--- config.mk ---
export PLATFORM = sky130hd
export DESIGN_NAME = uart_rx
export DESIGN_NICKNAME = d
export VERILOG_FILES = /design/src/rtl/uart_pkg.sv /design/src/rtl/uart_rx_sync.sv /design/src/rtl/uart_rx.sv
export SDC_FILE = /design/constraint.sdc
export NUM_CORES = 1
export LEC_CHECK = 0
export ABC_AREA = 1
export CAP_MARGIN = 20
export CORE_MARGIN = 8
export CORE_UTILIZATION = 45
export CTS_CLUSTER_DIAMETER = 200
export DETAILED_ROUTE_END_ITERATION = 8
export DONT_BUFFER_PORTS = 1
export GPL_ROUTABILITY_DRIVEN = 0
export PLACE_DENSITY = 0.57
export SKIP_CTS_REPAIR_TIMING = 1
export SYNTH_ARGS = -nofsm -noshare
export SYNTH_HDL_FRONTEND = slang
export SYNTH_SLANG_ARGS = --single-unit
--- constraint.sdc ---
create_clock -name i_clk -period 2.2 [get_ports i_clk]
set_input_delay 0.22 -clock i_clk [delete_from_list [all_inputs] [get_ports i_clk]]
set_output_delay 0.22 -clock i_clk [all_outputs]
set_load 0.01 [all_outputs]
--- src/rtl/uart_pkg.sv ---
// Shared UART definitions: receiver state encoding and the default bit timing
// used by both the transmitter wrapper and the receiver.
package uart_pkg;

  localparam int UART_D = 234;
  localparam int UART_L = 8;

  typedef enum logic [2:0] {
    IDLE,
    START,
    DATA,
    PARITY,
    STOP,
    BREAK
  } RxState;

endpackage

--- src/rtl/uart_rx_sync.sv ---
// Two-flop synchronizer for a single asynchronous input; the reset value is a
// parameter so an idle-high line does not look like activity coming out of reset.
module uart_rx_sync #(
  parameter logic RESET_VAL = 1'b1
) (
  input  logic clk_i,
  input  logic rst_i,
  input  logic async_i,
  output logic sync_o
);

  logic meta_q;
  logic sync_q;

  always_ff @(posedge clk_i or posedge rst_i) begin
    if (rst_i) begin
      meta_q <= RESET_VAL;
      sync_q <= RESET_VAL;
    end else begin
      meta_q <= async_i;
      sync_q <= meta_q;
    end
  end

  assign sync_o = sync_q;

endmodule

--- src/rtl/uart_rx.sv ---
// Asynchronous serial receiver with a valid/ready holding register, framing-error
// and overrun pulses. Defining UART_RX_PARITY_EN adds an even-parity bit and o_parity_err.
module uart_rx
  import uart_pkg::*;
#(
  parameter int D = UART_D,
  parameter int L = UART_L
) (
  input  logic         i_clk,
  input  logic         i_rst,
  input  logic         i_rxd,
  output logic [L-1:0] o_data,
  output logic         o_valid,
  input  logic         i_ready,
  output logic         o_frame_err,
  output logic         o_overrun,
  output logic         o_busy
`ifdef UART_RX_PARITY_EN
  ,
  output logic         o_parity_err
`endif
);

  localparam int TW = $clog2(D);
  localparam int IW = $clog2(L);
  localparam logic [TW-1:0] HalfBit = TW'(D / 2 - 1);
  localparam logic [TW-1:0] FullBit = TW'(D - 1);
  localparam logic [IW-1:0] LastIdx = IW'(L - 1);

  logic rxs;

  uart_rx_sync #(
    .RESET_VAL(1'b1)
  ) u_sync (
    .clk_i  (i_clk),
    .rst_i  (i_rst),
    .async_i(i_rxd),
    .sync_o (rxs)
  );

  RxState        state_q;
  logic [TW-1:0] timer_q;
  logic [IW-1:0] bitIdx_q;
  logic [L-1:0]  shift_q;
  logic [L-1:0]  data_q;
  logic          valid_q;
  logic          frameErr_q;
  logic          overrun_q;
`ifdef UART_RX_PARITY_EN
  logic          parityBad_q;
  logic          parityErr_q;
`endif

  logic tick;
  assign tick = (timer_q == '0);

  // A consume and a new load can land in the same cycle; the load is written
  // last so it wins and o_valid stays high with the new byte.
  always_ff @(posedge i_clk or posedge i_rst) begin
    if (i_rst) begin
      state_q     <= IDLE;
      timer_q     <= '0;
      bitIdx_q    <= '0;
      shift_q     <= '0;
      data_q      <= '0;
      valid_q     <= 1'b0;
      frameErr_q  <= 1'b0;
      overrun_q   <= 1'b0;
`ifdef UART_RX_PARITY_EN
      parityBad_q <= 1'b0;
      parityErr_q <= 1'b0;
`endif
    end else begin
      frameErr_q  <= 1'b0;
      overrun_q   <= 1'b0;
`ifdef UART_RX_PARITY_EN
      parityErr_q <= 1'b0;
`endif
      if (valid_q && i_ready) valid_q <= 1'b0;
      if (!tick) timer_q <= timer_q - 1'b1;

      case (state_q)
        IDLE: begin
          if (!rxs) begin
            timer_q <= HalfBit;
            state_q <= START;
          end
        end
        START: begin
          if (tick) begin
            if (rxs) begin
              state_q <= IDLE;
            end else begin
              timer_q  <= FullBit;
              bitIdx_q <= '0;
              state_q  <= DATA;
            end
          end
        end
        DATA: begin
          if (tick) begin
            shift_q[bitIdx_q] <= rxs;
            timer_q           <= FullBit;
            bitIdx_q          <= bitIdx_q + 1'b1;
            if (bitIdx_q == LastIdx) begin
`ifdef UART_RX_PARITY_EN
              state_q <= PARITY;
`else
              state_q <= STOP;
`endif
            end
          end
        end
`ifdef UART_RX_PARITY_EN
        PARITY: begin
          if (tick) begin
            parityBad_q <= (^shift_q) ^ rxs;
            timer_q     <= FullBit;
            state_q     <= STOP;
          end
        end
`endif
        STOP: begin
          if (tick) begin
            if (rxs) begin
              if (!valid_q || i_ready) begin
                data_q  <= shift_q;
                valid_q <= 1'b1;
              end else begin
                overrun_q <= 1'b1;
              end
`ifdef UART_RX_PARITY_EN
              parityErr_q <= parityBad_q;
`endif
              state_q <= IDLE;
            end else begin
              frameErr_q <= 1'b1;
              state_q    <= BREAK;
            end
          end
        end
        BREAK: begin
          if (rxs) state_q <= IDLE;
        end
        default: state_q <= IDLE;
      endcase
    end
  end

  assign o_data      = data_q;
  assign o_valid     = valid_q;
  assign o_frame_err = frameErr_q;
  assign o_overrun   = overrun_q;
  assign o_busy      = (state_q != IDLE);
`ifdef UART_RX_PARITY_EN
  assign o_parity_err = parityErr_q;
`endif

endmodule
==> impl_metrics.env, run 1 <==
export IMPL_status="finished, final reports clean"
export IMPL_clockPowerShare_pct=47.4
export IMPL_tns_ns=0
export IMPL_r2r_slack_ns=0.48
export IMPL_wl_mm=3.30
export IMPL_arrival_ns=1.89
export IMPL_mostFrequentLayoutCells="nand2_1 (54), dfrtp_1 (33), inv_1 (32), nor2_1 (21)"
export IMPL_timing_rr_end="timer_q[0]"
export IMPL_synth_seq_cells=35
export IMPL_power_switching_mw=0.254
export IMPL_cts_tree="built"
export IMPL_crit_required_ns=2.37
export IMPL_cts_buffer_depth=2
export IMPL_rr_worst_depth=10
export IMPL_grt_pass1_wl_mm=5.73
export IMPL_viasPerCell=5.08
export IMPL_crit_path_max_incr_delay_ns=0.39
export IMPL_die_w_um=78.8
export IMPL_yosysUniqueCellTypes=25
export IMPL_cp_start_kind="flop"
export IMPL_start_util_pct=45.7
export IMPL_r2r_start="timer_q[0]"
export IMPL_diodes=0
export IMPL_hold_class="input pin to flop"
export IMPL_critical_path_endpoint_type="flop"
export IMPL_grt_max_degree=36
export IMPL_root_buffer="clkbuf_8"
export IMPL_worst_pin_slew_ns=0.427
export IMPL_drv_cap=0
export IMPL_critPathBufInv=2
export IMPL_clk_pin_slew_ns=0.07
export IMPL_rsz0062_at_grt="no"
export IMPL_min_period_over_period_pct=78.1
export IMPL_ir_drop_uv=382
export IMPL_critical_path_cell_chain="inv_1 -> ha_1 -> nand2_2 -> nor2_8 -> inv_2 -> ha_1 -> nor2_1 -> nand2_1 -> nand3b_1 -> nand3_1"
export IMPL_drive_gt1_share_pct=13.1
export IMPL_vias=1381
export IMPL_crit_family="simple AND/OR/NAND/NOR gates"
export IMPL_syn_area_per_cell_um2=8.30
export IMPL_die_h_um=78.8
export IMPL_crit_top_cell="ha_1"
export IMPL_seqPwrFrac_pct=50.9
export IMPL_synth_area_um2=1780
export IMPL_syn_num_nets=222
export IMPL_design_area_um2=1960
export IMPL_fp_dieArea_um2=6210
export IMPL_first_pass_iters=4
export IMPL_ant_nets=0
export IMPL_n_fill_cell=367
export IMPL_synth_cells=214
export IMPL_ioPinCount=16
export IMPL_finalMaxSlewViolations=0
export IMPL_setup_viol=0
export IMPL_grt_usage_pct=11.7
export IMPL_layout_commonest_cell="nand2_1"
export IMPL_p_per_area_nw_per_um2=650
export IMPL_rows=23
export IMPL_fin_nets=229
export IMPL_port_buffers=0
export IMPL_critical_path_max_fanout=8
export IMPL_power_mw=1.27
export IMPL_total_leakage_power_nw=0.958
export IMPL_p_int_mw=1.02
export IMPL_final_util_pct=50.3
export IMPL_relSlewSlack_pct=71.5
export IMPL_detailed_place_hpwl_mm=2.31
export IMPL_fmax_ghz=0.582
export IMPL_clk_latency_ns=0.29
export IMPL_hold_viol_final=0
export IMPL_worstHoldEndpoint="o_overrun"
export IMPL_drc=0
export IMPL_drt_iter0_markers=76
export IMPL_core_um2=3880
export IMPL_synth_warning_count=0
export IMPL_fin_crit_ns=1.72
export IMPL_finClkSkew_ns=0.00405
export IMPL_cp_startpoint="timer_q[0]"
export IMPL_path_class="flop to flop"
export IMPL_numClockSinks=35
export IMPL_cp_slowest_cell="dfrtp_1"
export IMPL_wire_per_inst_um=12.1
export IMPL_ys_seq_area_share_pct=49.5
export IMPL_whs_path_depth=3
export IMPL_placed_cell_area_um2=1820
export IMPL_grt_ovfl_total=0
export IMPL_htreeDepth=2
export IMPL_syn2layout_area_growth_pct=10.1
export IMPL_grt_pass1_vias=1314
export IMPL_min_delay_start="i_ready"
export IMPL_p_sw_share_pct=20.0
export IMPL_pwr_share_comb_pct=1.7
export IMPL_antenna_found_initial=0
export IMPL_cts_buffers=5
==> cell type report <==
cell class | instances | area, um2 | share of cell area, %
sequential | 35 | 878 | 44.9
timing repair buffer | 4 | 35.0 | 1.79
clock buffer | 6 | 82.6 | 4.22
tap | 50 | 62.6 | 3.20
multi-input combinational | 142 | 738 | 37.7
inverter | 33 | 124 | 6.33
clock inverter | 2 | 35.0 | 1.79
==> cell usage after synthesis <==
cell      instances  area [um2]
o21ai_1           5        25.0
buf_2             1        5.00
inv_1            32         120
inv_2             1        3.75
nand3_2           1        10.0
o211ai_1          1        7.51
nor2_2            2        12.5
nor2_1           21        78.8
o21ai_2           8        70.1
dfrtp_1          33         826
nand3b_1          2        15.0
or2_2             1        6.26
dfstp_2           2        52.6
nor3_1            1        5.00
ha_1              4        50.1
nand3_1          11        55.1
buf_4             1        7.51
o21ai_0          12        60.1
nand2_1          54         203
buf_6             2        22.5
nand2_2           2        12.5
nor2_8            1        20.0
nand4_1          12        75.1
nand3_4           1        17.5
a21oi_1           3        15.0
==> power by group through the flow <==
stage / Clock (mW) / Sequential (mW) / Combinational [mW]
6_report: 0.603 / 0.648 / 0.0214
5_1_grt: 0.637 / 0.647 / 0.0262
4_1_cts: 0.611 / 0.648 / 0.0205
3_5_place_dp: 0 / 0.660 / 0.0207
3_3_place_gp: 0 / 0.660 / 0.0199
2_1_floorplan: 0 / 0.660 / 0.0142
==> layer usage <==
layer / GRT usage, % / vias up / wire (um)
met3: 4.85 / 7 / 200
li1: - / 703 / -
met1: 13.2 / 640 / 1470
met2: 18.6 / 31 / 1580
met5: 0 / - / 0
met4: 5.93 / 0 / 45
==> state kept, by name (all words and copies together), names as in the netlist <==
register	count
o_frame_err	1
u_sync.sync_o	1
bitIdx_q	3
o_valid	1
o_data	8
u_sync.meta_q	1
o_overrun	1
shift_q	8
timer_q	8
state_q	3
==> worst min-delay path, delay by kind of cell <==
family,cells,cell delay [ns]
AND/OR/NAND/NOR,2,0.19
buffers and inverters,1,0.02
==> worst max-delay path by stage <==
stage,end,cells after the start
6_report,timer_q[0],10
3_3_place_gp,timer_q[5],9
3_5_place_dp,timer_q[0],10
4_1_cts,timer_q[0],10
5_1_grt,timer_q[0],10
2_1_floorplan,timer_q[0],10
==> metrics by stage <==
step,setup WS (ns),instances,hold slack [ns]
global placement,0.537,262,0.225
detailed placement,0.482,262,0.225
finish,0.482,272,0.177
floorplan,0.528,214,0.224
global route,0.331,272,0.175
CTS,0.469,270,-0.0800
==> cells by family after synthesis <==
kind of cell	count (synthesis)	share of synthesized area, %
compound gates	29	10.0
simple gates	109	28.8
flops	35	49.5
buf+inv	37	8.95
fa+ha+maj	4	2.82
Note: power is estimated with default switching activity, not from simulation.
==> run 2, diff against run 1 <==
clock period = 1.65 ns   (was 2.2 ns; I/O delays follow)
==> run 2 against run 1 <==
- sequential power increased by 33%
- utilization grew 2.8 points
- die area unchanged
- combinational power increased by 52%
- critical path depth is the same
- via count rose by 3.2%
- total power is 33% higher
- non-clock buffer count grew 8
- clock skew up 0.0052 ns
- clock power up 31%
- clock-buffer cell count unchanged
- largest cell class unchanged
==> impl_metrics.env, run 2 (synthesis results as in run 1) <==
export IMPL_setup_viol=0
export IMPL_cts_buffers=5
export IMPL_viasPerCell=5.09
export IMPL_start_util_pct=45.7
export IMPL_htreeDepth=2
export IMPL_arrival_ns=1.72
export IMPL_clockPowerShare_pct=46.9
export IMPL_crit_path_max_incr_delay_ns=0.41
export IMPL_layout_commonest_cell="nand2_1"
export IMPL_mostFrequentLayoutCells="nand2_1 (53), dfrtp_1 (33), inv_1 (30), nor2_1 (20)"
export IMPL_port_buffers=0
export IMPL_drv_cap=0
export IMPL_finClkSkew_ns=0.00923
export IMPL_total_leakage_power_nw=1.00
export IMPL_critical_path_max_fanout=3
export IMPL_layout_setup_ws_ns=0.0943
export IMPL_hold_class="input pin to flop"
export IMPL_power_mw=1.69
export IMPL_min_period_over_period_pct=94.3
export IMPL_ant_nets=0
export IMPL_critical_path_cell_chain="inv_2 -> ha_4 -> nand2_4 -> nor2_8 -> inv_2 -> ha_4 -> nor2_1 -> nand2_1 -> nand3b_1 -> nand3_1"
export IMPL_crit_required_ns=1.81
export IMPL_fin_nets=237
export IMPL_fin_crit_ns=1.56
export IMPL_dp_slack_ns=-0.0463
export IMPL_pwr_share_comb_pct=1.9
export IMPL_path_class="flop to flop"
export IMPL_p_sw_share_pct=19.4
export IMPL_drc=0
export IMPL_clk_latency_ns=0.29
export IMPL_n_fill_cell=360
export IMPL_rows=23
export IMPL_p_int_mw=1.36
export IMPL_fp_dieArea_um2=6210
export IMPL_cts_tree="built"
export IMPL_root_buffer="clkbuf_8"
export IMPL_first_pass_iters=4
export IMPL_clk_pin_slew_ns=0.07
export IMPL_fmax_ghz=0.643
export IMPL_wl_mm=3.41
export IMPL_core_um2=3880
export IMPL_antenna_found_initial=0
export IMPL_grt_usage_pct=11.7
export IMPL_cts_buffer_depth=2
export IMPL_diodes=0
export IMPL_tns_ns=0
export IMPL_ir_drop_uv=546
export IMPL_relSlewSlack_pct=80.6
export IMPL_syn2layout_area_growth_pct=16.2
export IMPL_dp_cells=267
export IMPL_vias=1425
export IMPL_grt_max_degree=19
export IMPL_die_h_um=78.8
export IMPL_worst_pin_slew_ns=0.290
export IMPL_critical_path_endpoint_type="flop"
export IMPL_cp_start_kind="flop"
export IMPL_final_seq_area_um2=878
export IMPL_drt_iter0_markers=99
export IMPL_detailed_place_hpwl_mm=2.48
export IMPL_hold_viol_final=0
export IMPL_fin_cells=280
export IMPL_ioPinCount=16
export IMPL_die_w_um=78.8
export IMPL_numClockSinks=35
export IMPL_power_switching_mw=0.327
export IMPL_grt_ovfl_total=0
export IMPL_p_per_area_nw_per_um2=818
export IMPL_grt_pass1_wl_mm=5.91
export IMPL_finalMaxSlewViolations=0
export IMPL_status="finished, final reports clean"
export IMPL_seqPwrFrac_pct=51.2
export IMPL_cp_slowest_cell="dfrtp_1"
export IMPL_multi_input_area_um2=773
export IMPL_wire_per_inst_um=12.2
export IMPL_grt_pass1_vias=1380
export IMPL_drive_gt1_share_pct=18.7
## run 2: per-stage QoR
step                hold WS, ns  utilization, %  instance area (um2)
finish                    0.128            53.1                 2060
global route              0.152            53.1                 2060
CTS                      -0.201            51.1                 1990
detailed placement        0.110            48.1                 1870
global placement          0.105            48.1                 1870
floorplan                 0.169               -                 1780
## run 2: metal layers
| metal | track usage [%] | share of wire [%] |
|---|---|---|
| met2 | 20.2 | 49 |
| met1 | 12.5 | 44 |
| met3 | 4.63 | 5.9 |
| met5 | 0 | 0 |
| met4 | 5.00 | 1.5 |
## run 2: final timing paths
check / start / endpoint / slack, ns / depth (start not counted)
setup / recovery: timer_q[0] / timer_q[0] / 0.09 / 10
hold / removal: i_ready / o_valid / 0.13 / 3
setup reg to reg: timer_q[0] / timer_q[0] / 0.09 / 10
hold reg to reg: u_sync.meta_q / u_sync.sync_o / 0.36 / 0
max in group asynchronous: i_rst / u_sync.sync_o / 1.02 / 3
min in group asynchronous: i_rst / shift_q[1] / 0.36 / 3
## run 2: area by class of cell
cell class | count | area share, %
clock buffers | 6 | 4.00
well taps | 50 | 3.03
repair buffers | 12 | 5.22
multi-input cells | 142 | 37.5
inverters | 33 | 6.00
clock inverters | 2 | 1.70
flip-flops and latches | 35 | 42.6
## run 2: worst max-delay path: cells and delay by family, from the launching register on
kind	cells	cell delay [ns]
buffers and inverters	2	0.14
DFF	1	0.41
adders and majority gates	2	0.36
and+or+nand+nor	6	0.52
## run 2: power groups by stage
stage	combinational [mW]	sequential, mW	clock, mW
final	0.0326	0.864	0.791
after global routing	0.0377	0.863	0.847
after floorplan	0.0190	0.880	0
after detailed placement	0.0303	0.880	0
after global placement	0.0299	0.880	0
after CTS	0.0303	0.864	0.820
